`config.mk`:
```
export PLATFORM = sky130hd
export DESIGN_NAME = control_decode
export DESIGN_NICKNAME = d
export VERILOG_FILES = /design/src/rtl/control_decode_pkg.sv /design/src/rtl/control_decode_alu4.sv /design/src/rtl/control_decode.sv
export SDC_FILE = /design/constraint.sdc
export NUM_CORES = 1
export LEC_CHECK = 0
export BUFFER_PORTS_ARGS = -buffer_cell sky130_fd_sc_hd__buf_2
export CAP_MARGIN = 20
export CORE_MARGIN = 1
export CORE_UTILIZATION = 55
export DETAILED_ROUTE_END_ITERATION = 10
export PLACE_DENSITY_LB_ADDON = 0.12
export SYNTH_ARGS = -nofsm -noshare
export SYNTH_HDL_FRONTEND = slang
export SYNTH_SLANG_ARGS = --single-unit
```
`constraint.sdc`:
```
create_clock -name clock -period 3.1 [get_ports clock]
set_input_delay 0.31 -clock clock [delete_from_list [all_inputs] [get_ports clock]]
set_output_delay 0.31 -clock clock [all_outputs]
set_load 0.01 [all_outputs]
```
`src/rtl/control_decode_pkg.sv`:
```
// Shared opcode constants, FSM state encoding and ALU operation select for the
// control decoder and its testbench.
package control_decode_pkg;

  typedef enum logic [1:0] {
    FETCH    = 2'd0,
    EXEC     = 2'd1,
    FETCH_LO = 2'd2,
    JUMP     = 2'd3
  } state_e;

  typedef enum logic [1:0] {
    ALU_ADD  = 2'd0,
    ALU_NAND = 2'd1,
    ALU_CMP  = 2'd2
  } alu_op_e;

  localparam logic [3:0] OP_NOP   = 4'h0;
  localparam logic [3:0] OP_LIT   = 4'h1;
  localparam logic [3:0] OP_ADDI  = 4'h2;
  localparam logic [3:0] OP_NANDI = 4'h3;
  localparam logic [3:0] OP_IN    = 4'h4;
  localparam logic [3:0] OP_OUT   = 4'h5;
  localparam logic [3:0] OP_JMP   = 4'h6;
  localparam logic [3:0] OP_JC    = 4'h7;
  localparam logic [3:0] OP_JNC   = 4'h8;
  localparam logic [3:0] OP_JZ    = 4'h9;
  localparam logic [3:0] OP_JNZ   = 4'hA;
  localparam logic [3:0] OP_CMPI  = 4'hB;

  function automatic logic isJump(input logic [3:0] op);
    return (op >= OP_JMP) && (op <= OP_JNZ);
  endfunction

endpackage

```
`src/rtl/control_decode_alu4.sv`:
```
// 4-bit add / nand / compare unit; compare computes a + ~b + 1 so carry means
// "no borrow".
module alu4
  import control_decode_pkg::*;
(
  input  alu_op_e    op_i,
  input  logic [3:0] a_i,
  input  logic [3:0] b_i,
  output logic [3:0] result_o,
  output logic       carry_o,
  output logic       zero_o
);

  logic [4:0] sum;

  always_comb begin
    sum = 5'd0;
    case (op_i)
      ALU_ADD:  sum = {1'b0, a_i} + {1'b0, b_i};
      ALU_NAND: sum = {1'b0, ~(a_i & b_i)};
      ALU_CMP:  sum = {1'b0, a_i} + {1'b0, ~b_i} + 5'd1;
      default:  sum = {1'b0, a_i};
    endcase
  end

  assign result_o = sum[3:0];
  assign carry_o  = sum[4];
  assign zero_o   = (sum[3:0] == 4'd0);

endmodule

```
`src/rtl/control_decode.sv`:
```
// Four-state instruction sequencer and datapath registers for the 4-bit core;
// drives the fetch unit's enable/load strobes and executes one opcode per EXEC.
module control_decode
  import control_decode_pkg::*;
(
  input  logic        clock,
  input  logic        reset,
  input  logic [3:0]  instr,
  input  logic [3:0]  operand,
  input  logic [3:0]  data_in,
  output logic        enF,
  output logic        enP,
  output logic        load,
  output logic [11:0] load_1,
  output logic [3:0]  acc,
  output logic        c_flag,
  output logic        z_flag,
  output logic [3:0]  data_out,
  output logic        out_strobe
);

  state_e     state_q, state_d;
  logic [3:0] acc_q, acc_d;
  logic       c_q, c_d;
  logic       z_q, z_d;
  logic [3:0] dout_q, dout_d;
  logic       strobe_q, strobe_d;
  logic [3:0] hi_q, hi_d;
  logic [3:0] jop_q, jop_d;

  alu_op_e    aluOp;
  logic [3:0] aluRes;
  logic       aluC, aluZ;
  logic       taken;

  alu4 u_alu (
    .op_i     (aluOp),
    .a_i      (acc_q),
    .b_i      (operand),
    .result_o (aluRes),
    .carry_o  (aluC),
    .zero_o   (aluZ)
  );

  always_ff @(posedge clock) begin
    if (reset) begin
      state_q  <= FETCH;
      acc_q    <= 4'd0;
      c_q      <= 1'b0;
      z_q      <= 1'b0;
      dout_q   <= 4'd0;
      strobe_q <= 1'b0;
      hi_q     <= 4'd0;
      jop_q    <= OP_NOP;
    end else begin
      state_q  <= state_d;
      acc_q    <= acc_d;
      c_q      <= c_d;
      z_q      <= z_d;
      dout_q   <= dout_d;
      strobe_q <= strobe_d;
      hi_q     <= hi_d;
      jop_q    <= jop_d;
    end
  end

  always_comb begin
    case (instr)
      OP_NANDI: aluOp = ALU_NAND;
      OP_CMPI:  aluOp = ALU_CMP;
      default:  aluOp = ALU_ADD;
    endcase
  end

  // The jump opcode is remembered from EXEC because instr holds the low target byte by JUMP.
  always_comb begin
    case (jop_q)
      OP_JMP:  taken = 1'b1;
      OP_JC:   taken = c_q;
      OP_JNC:  taken = ~c_q;
      OP_JZ:   taken = z_q;
      OP_JNZ:  taken = ~z_q;
      default: taken = 1'b0;
    endcase
  end

  always_comb begin
    state_d  = state_q;
    acc_d    = acc_q;
    c_d      = c_q;
    z_d      = z_q;
    dout_d   = dout_q;
    strobe_d = 1'b0;
    hi_d     = hi_q;
    jop_d    = jop_q;
    enF      = 1'b0;
    enP      = 1'b0;
    load     = 1'b0;
    load_1   = 12'd0;

    case (state_q)
      FETCH: begin
        enF     = 1'b1;
        enP     = 1'b1;
        state_d = EXEC;
      end
      EXEC: begin
        state_d = FETCH;
        case (instr)
          OP_LIT: acc_d = operand;
          OP_ADDI: begin
            acc_d = aluRes;
            c_d   = aluC;
            z_d   = aluZ;
          end
          OP_NANDI: begin
            acc_d = aluRes;
            z_d   = aluZ;
          end
          OP_IN: begin
            acc_d = data_in;
            z_d   = (data_in == 4'd0);
          end
          OP_OUT: begin
            dout_d   = acc_q;
            strobe_d = 1'b1;
          end
          OP_CMPI: begin
            c_d = aluC;
            z_d = aluZ;
          end
          default: begin
            if (isJump(instr)) begin
              hi_d    = operand;
              jop_d   = instr;
              state_d = FETCH_LO;
            end
          end
        endcase
      end
      FETCH_LO: begin
        enF     = 1'b1;
        enP     = 1'b1;
        state_d = JUMP;
      end
      JUMP: begin
        state_d = FETCH;
        if (taken) begin
          load   = 1'b1;
          enP    = 1'b1;
          load_1 = {hi_q, instr, operand};
        end
      end
      default: state_d = FETCH;
    endcase

    // Reset must suppress every fetch-unit strobe on the very edge it is sampled.
    if (reset) begin
      enF    = 1'b0;
      enP    = 1'b0;
      load   = 1'b0;
      load_1 = 12'd0;
    end
  end

  assign acc        = acc_q;
  assign c_flag     = c_q;
  assign z_flag     = z_q;
  assign data_out   = dout_q;
  assign out_strobe = strobe_q;

endmodule
```
== Word level (Yosys, flattened, before mapping) ==
Index checks and enable logic that the tools add are counted.
Cells by class
  $add $sub $neg: 3
  order comparisons: 2
  equal/unequal tests: 16
  mux-type cells: 19
  bitwise logic cells: 7
  reduce and logical (&&, ||, !) cells: 18
Operator list (number)
  2-to-1 mux 12 bit: 3
  equality test 4 x 3 -> 1 bit, second input constant: 4
  equality test 4 bit, second input constant: 4
  one-hot mux 5 bit (3 select lines): 1
  one-hot mux 4 bit (3 select lines): 1
  adder 4 x 4 -> 5 bit: 2
  equality test 4 x 2 -> 1 bit, second input constant: 2
  logical NOT 4 bit: 2
  NOT 4 bit: 2
  one-hot mux 2 bit (4 select lines): 1
  AND reduction 2 bit: 4
  OR reduction 2 bit: 4
  2-to-1 mux 1 bit: 7
  equality test 2 bit, second input constant: 3
  OR reduction 6 bit: 1
  adder 5 x 1 -> 5 bit, second input constant: 1
  one-hot mux 1 bit (5 select lines): 1
  AND 4 bit: 1
  equality test 2 x 1 -> 1 bit, second input constant: 2
  equality test 4 x 1 -> 1 bit, second input constant: 1
  greater-or-equal comparator 4 x 3 -> 1 bit, second input constant: 1
  less-or-equal comparator 4 bit, second input constant: 1
  logical NOT 2 bit: 2
  2-to-1 mux 2 bit: 2
  8 further kinds: 12
Storage, ports and cells
  flip-flop bits (word level): 21
  input port bits: 14
  word-level logic and storage cells: 73

== Logic depth before layout (Yosys ltp) ==
  depth in word-level cells: 6
  mapped depth: 8

== Cells and area by module ==
Synthesis repeated with hierarchy kept, for this count alone.
Second synthesis, totals
  cells, all modules: 187
  area total of the unflattened synthesis: 1594.0 um^2
By module, submodules not included
  control_decode: instances 1, cells an instance 137, area each 1191.1 um^2, seq. area each 420.4 um^2
  alu4: instances 1, cells an instance 50, area each 402.9 um^2, seq. area each 0.0 um^2

== Worst setup path before layout ==
No wires, ideal clock.
  path type: register to register
  from: reg acc_q[0], in the netlist acc[0]
  to: reg acc_q[2], in the netlist acc[2]
  library setup time: 0.132 ns
  arrival time: 1.863 ns
  path slack: 1.106 ns
  cell stages (with the launch flop): 9
  buffers on the path: 0
  cell sequence: dfxtp_1 > inv_1 > ha_1 > fa_1 > xnor2_1 > a21oi_1 > o21ai_0 > a2111oi_2 > nor3_1
On the way
  cells in the longest elaborated chain, start to end: 4
  elaborated cells between the ends (all ways): 5
RTL lines
  start: declaration: line control_decode.sv:23  | logic [3:0] acc_q, acc_d;
  start signal: assignment: line control_decode.sv:48  | acc_q <= 4'd0;
  start signal: assignment: line control_decode.sv:57  | acc_q <= acc_d;
  adder 4 x 4 -> 5 bit: line control_decode_alu4.sv:21  | ALU_CMP: sum = {1'b0, a_i} + {1'b0, ~b_i} + 5'd1;
  adder 5 x 1 -> 5 bit: line control_decode_alu4.sv:21
  one-hot mux 5 bit (3 select lines) (*): line control_decode_alu4.sv:18  | case (op_i)
  one-hot mux 4 bit (3 select lines) (*): line control_decode.sv:109  | case (instr)
Mark *: on every way between the ends. The rest lies on a longest branch, timed or not.
A chain may end at the register's enable or synchronous reset.

== Worst setup path in the final report ==
Ends and elaborated chain as after synthesis.

==> impl_metrics.csv <==
group,metric,value,unit
yosys,synth_edf_count,0,
layout,areaGrowthSynthToFinish,15.0,%
sta,relSlewSlack,0.683,
place,dp_hpwl,3.07,mm
clock_network,post_cts_buffers,0,
setup_path,startpoint,"acc[0]",
global_route,grt_pass1_vias,1279,
clock_network,numCtsBuffers,3,
yosys,yosys_warnings,0,
clock_network,worstSkewPairLatency,300,ps
clock_network,root_buffer,"clkbuf_4",
clock_network,h-tree-depth,1,
layout,drive_above_1_share,0.235,
outcome,status,"completed",
yosys,synth_top_area_frac,0.275,
yosys,yosysTopAreaCell,"dfxtp_1",
yosys,synth_cells,191,
drt,wl,4.00,mm
clock_network,post_cts_resized,0,
layout,fillers,226,
floorplan,start_util,0.601,
floorplan,die_h,54.7,um
global_route,antenna_found_initial,0,
sta,tightest_slew,475,ps
setup_path,required,3290,ps
floorplan,dieArea,0.00300,mm^2
yosys,syn-num-nets,215,
global_route,grt_max_degree,27,
worst_hold_path,hp-start,"operand[3]",
global_route,grt_util_all_layers,0.293,
global_route,grt_overflow_total,0,
setup_path,start_kind,"flop",
clock_network,cts_hold_buf,0,
setup_path,reg2reg_slack,920,ps
sta,fmax,459,MHz
yosys,synth_ff_type,"dfxtp_1",
pwr,ir_drop,0.266,mV
drt,post_drt_wl_per_cell,15.6,um
yosys,synth-seq-cells,21,
yosys,synth_area_leaders,"dfxtp_1, mux2i_1, nor2_1, ha_1, and2_1",
drt,drtAntennaViolNets,0,
clock_network,cts_tree,"built",
drt,dr.first_iter.drc_count,53,
setup_path,timing.rr.start,"acc[0]",
drt,vias,1546,
job,drv_cap,0,
floorplan,ios,40,
drt,viasPerCell,6.04,
sta,drv_slew,0,
setup_path,critical_path.max_fanout,5,
sta,rsz0062_at_grt,"false",
pwr,p_per_area,315,mW/mm^2
place,io_buffer_count,39,
setup_path,path_delay_family,"compound AO/OA/AOI/OAI gates",
floorplan,die_w,54.7,um
layout,fin_nets,251,
layout,multi_input_area,0.00102,mm^2
clock_network,clock-sinks,21,
place,gp_congestion,0.935,
sta,skew,4.67,ps
pwr,p_leak,0.785,nW
setup_path,cpPeakStageDelay,410,ps
yosys,ys_seq_area_frac,0.275,
place,dp_cells,252,
setup_path,path_class,"flop to flop",
setup_path,path_cells,"inv_1 -> ha_1 -> fa_1 -> xnor2_1 -> a21oi_1 -> o21ai_0 -> a2111oi_2 -> nor3_1",
setup_path,path_buf_inv,1,
setup_path,worstSetupEndpointType,"flop",
floorplan,core-area,0.00254,mm^2
layout,finalNonFillerCells,256,
sta,period_share,0.704,
floorplan,rows,18,
sta,hold_violations,0,
setup_path,crit_arrival,2370,ps
sta,setup_tns,0,ps
yosys,synth.avg_cell_area,8.01,um^2
layout,seq_area,420,um^2
layout,diodes,0,
global_route,grt_pass1_wl,6.10,mm
sta,setup_violations,0,
setup_path,worst_path_max_delay_cell,"dfxtp_1",
worst_hold_path,hold_class,"primary input to flop",
yosys,synthesis.area,0.00153,mm^2
clock_network,clkTransAtPathRegs,110,ps
yosys,async_flop_share,0,
clock_network,clockBufferDepth,2,
drt,drt_first_pass_iters,4,
sta,fin_crit,2180,ps
drt,drc,0,
sta,whs,310,ps
yosys,yosysUniqueCellTypes,46,
-- state kept, by name, indices dropped and copies added (netlist names), named ones only --
name,cells
acc,4
data_out,4
hi_q,4
jop_q,4
c_flag,1
out_strobe,1
state_q,1
z_flag,1
-- logic make-up after synthesis --
group,Yosys count,synth area share
fa+ha+maj,10,0.0916
xor+xnor,3,0.0172
buf+inv,22,0.0597
compound gates,46,0.210
mux,13,0.0850
flops,21,0.275
simple gates,76,0.262
-- power breakdown --
part / switching [mW] / internal (mW)
logic: 0.0836 / 0.0535
registers: 0.00886 / 0.279
clock network: 0.0813 / 0.0482
-- layout by cell type, fill, tap and decap left out, types with 2 or more instances in the layout --
cell type,n
a31oi_1,3
and2_1,13
a211oi_1,5
buf_2,39
o22ai_1,3
nand2_1,8
mux2i_1,13
xor2_1,2
nand3_1,2
a211o_1,2
o21ai_0,6
buf_4,2
nor4b_1,2
o21ai_1,2
inv_1,10
a21oi_1,11
nor2b_1,4
nor2_1,32
nand4_1,2
clkbuf_4,3
fa_1,2
nand2b_1,3
dfxtp_1,21
o211ai_1,3
o2111ai_1,2
inv_2,2
ha_1,8
-- cell type report --
type                       instances  share of cell area
clock buffer                       3              0.0128
tap                               30              0.0213
inverter                          12              0.0256
multi-input combinational        148               0.579
clock inverter                     1             0.00284
timing repair buffer              41               0.119
sequential                        21               0.239
-- synth_stat cells, types with 3 or more instances --
cell type / number
a211oi_1: 5
nor2_1: 32
o21ai_0: 6
a31oi_1: 3
nand2b_1: 3
clkbuf_1: 3
o211ai_1: 3
nor2b_1: 4
a21oi_1: 11
buf_2: 7
nand2_1: 8
and2_1: 13
mux2i_1: 13
ha_1: 8
inv_1: 10
dfxtp_1: 21
o22ai_1: 3
-- through the flow --
step | setup slack [ps] | area (um^2) | power, mW | utilization
after floorplan | 1110 | 1530 | 0.387 | -
after detailed placement | 970 | 1730 | 0.429 | 0.680
after CTS | 972 | 1760 | 0.557 | 0.691
final | 919 | 1760 | 0.554 | 0.691
after global placement | 1030 | 1730 | 0.424 | 0.680
after global routing | 837 | 1760 | 0.584 | 0.691
-- layer usage --
metal | part of all wire | up-vias | wire (um) | GRT usage
li1 | - | 743 | - | -
met1 | 0.42 | 726 | 1670 | 0.359
met2 | 0.50 | 66 | 2000 | 0.500
met3 | 0.065 | 11 | 259 | 0.0528
met4 | 0.016 | 0 | 65 | 0.111
met5 | 0 | - | 0 | 0
-- worst paths after layout --
path | end | cells past startpoint
max | acc[2] | 8
min | hi_q[3] | 3
max reg2reg | acc[2] | 8
min reg2reg | hi_q[2] | 2
-- worst min-delay path: cells and delay by family --
kind	cells	cell delay [ps]
buffers and inverters	1	130
multiplexers	1	80
AND/OR/NAND/NOR	1	70
Power figures use the tool's default switching activity.
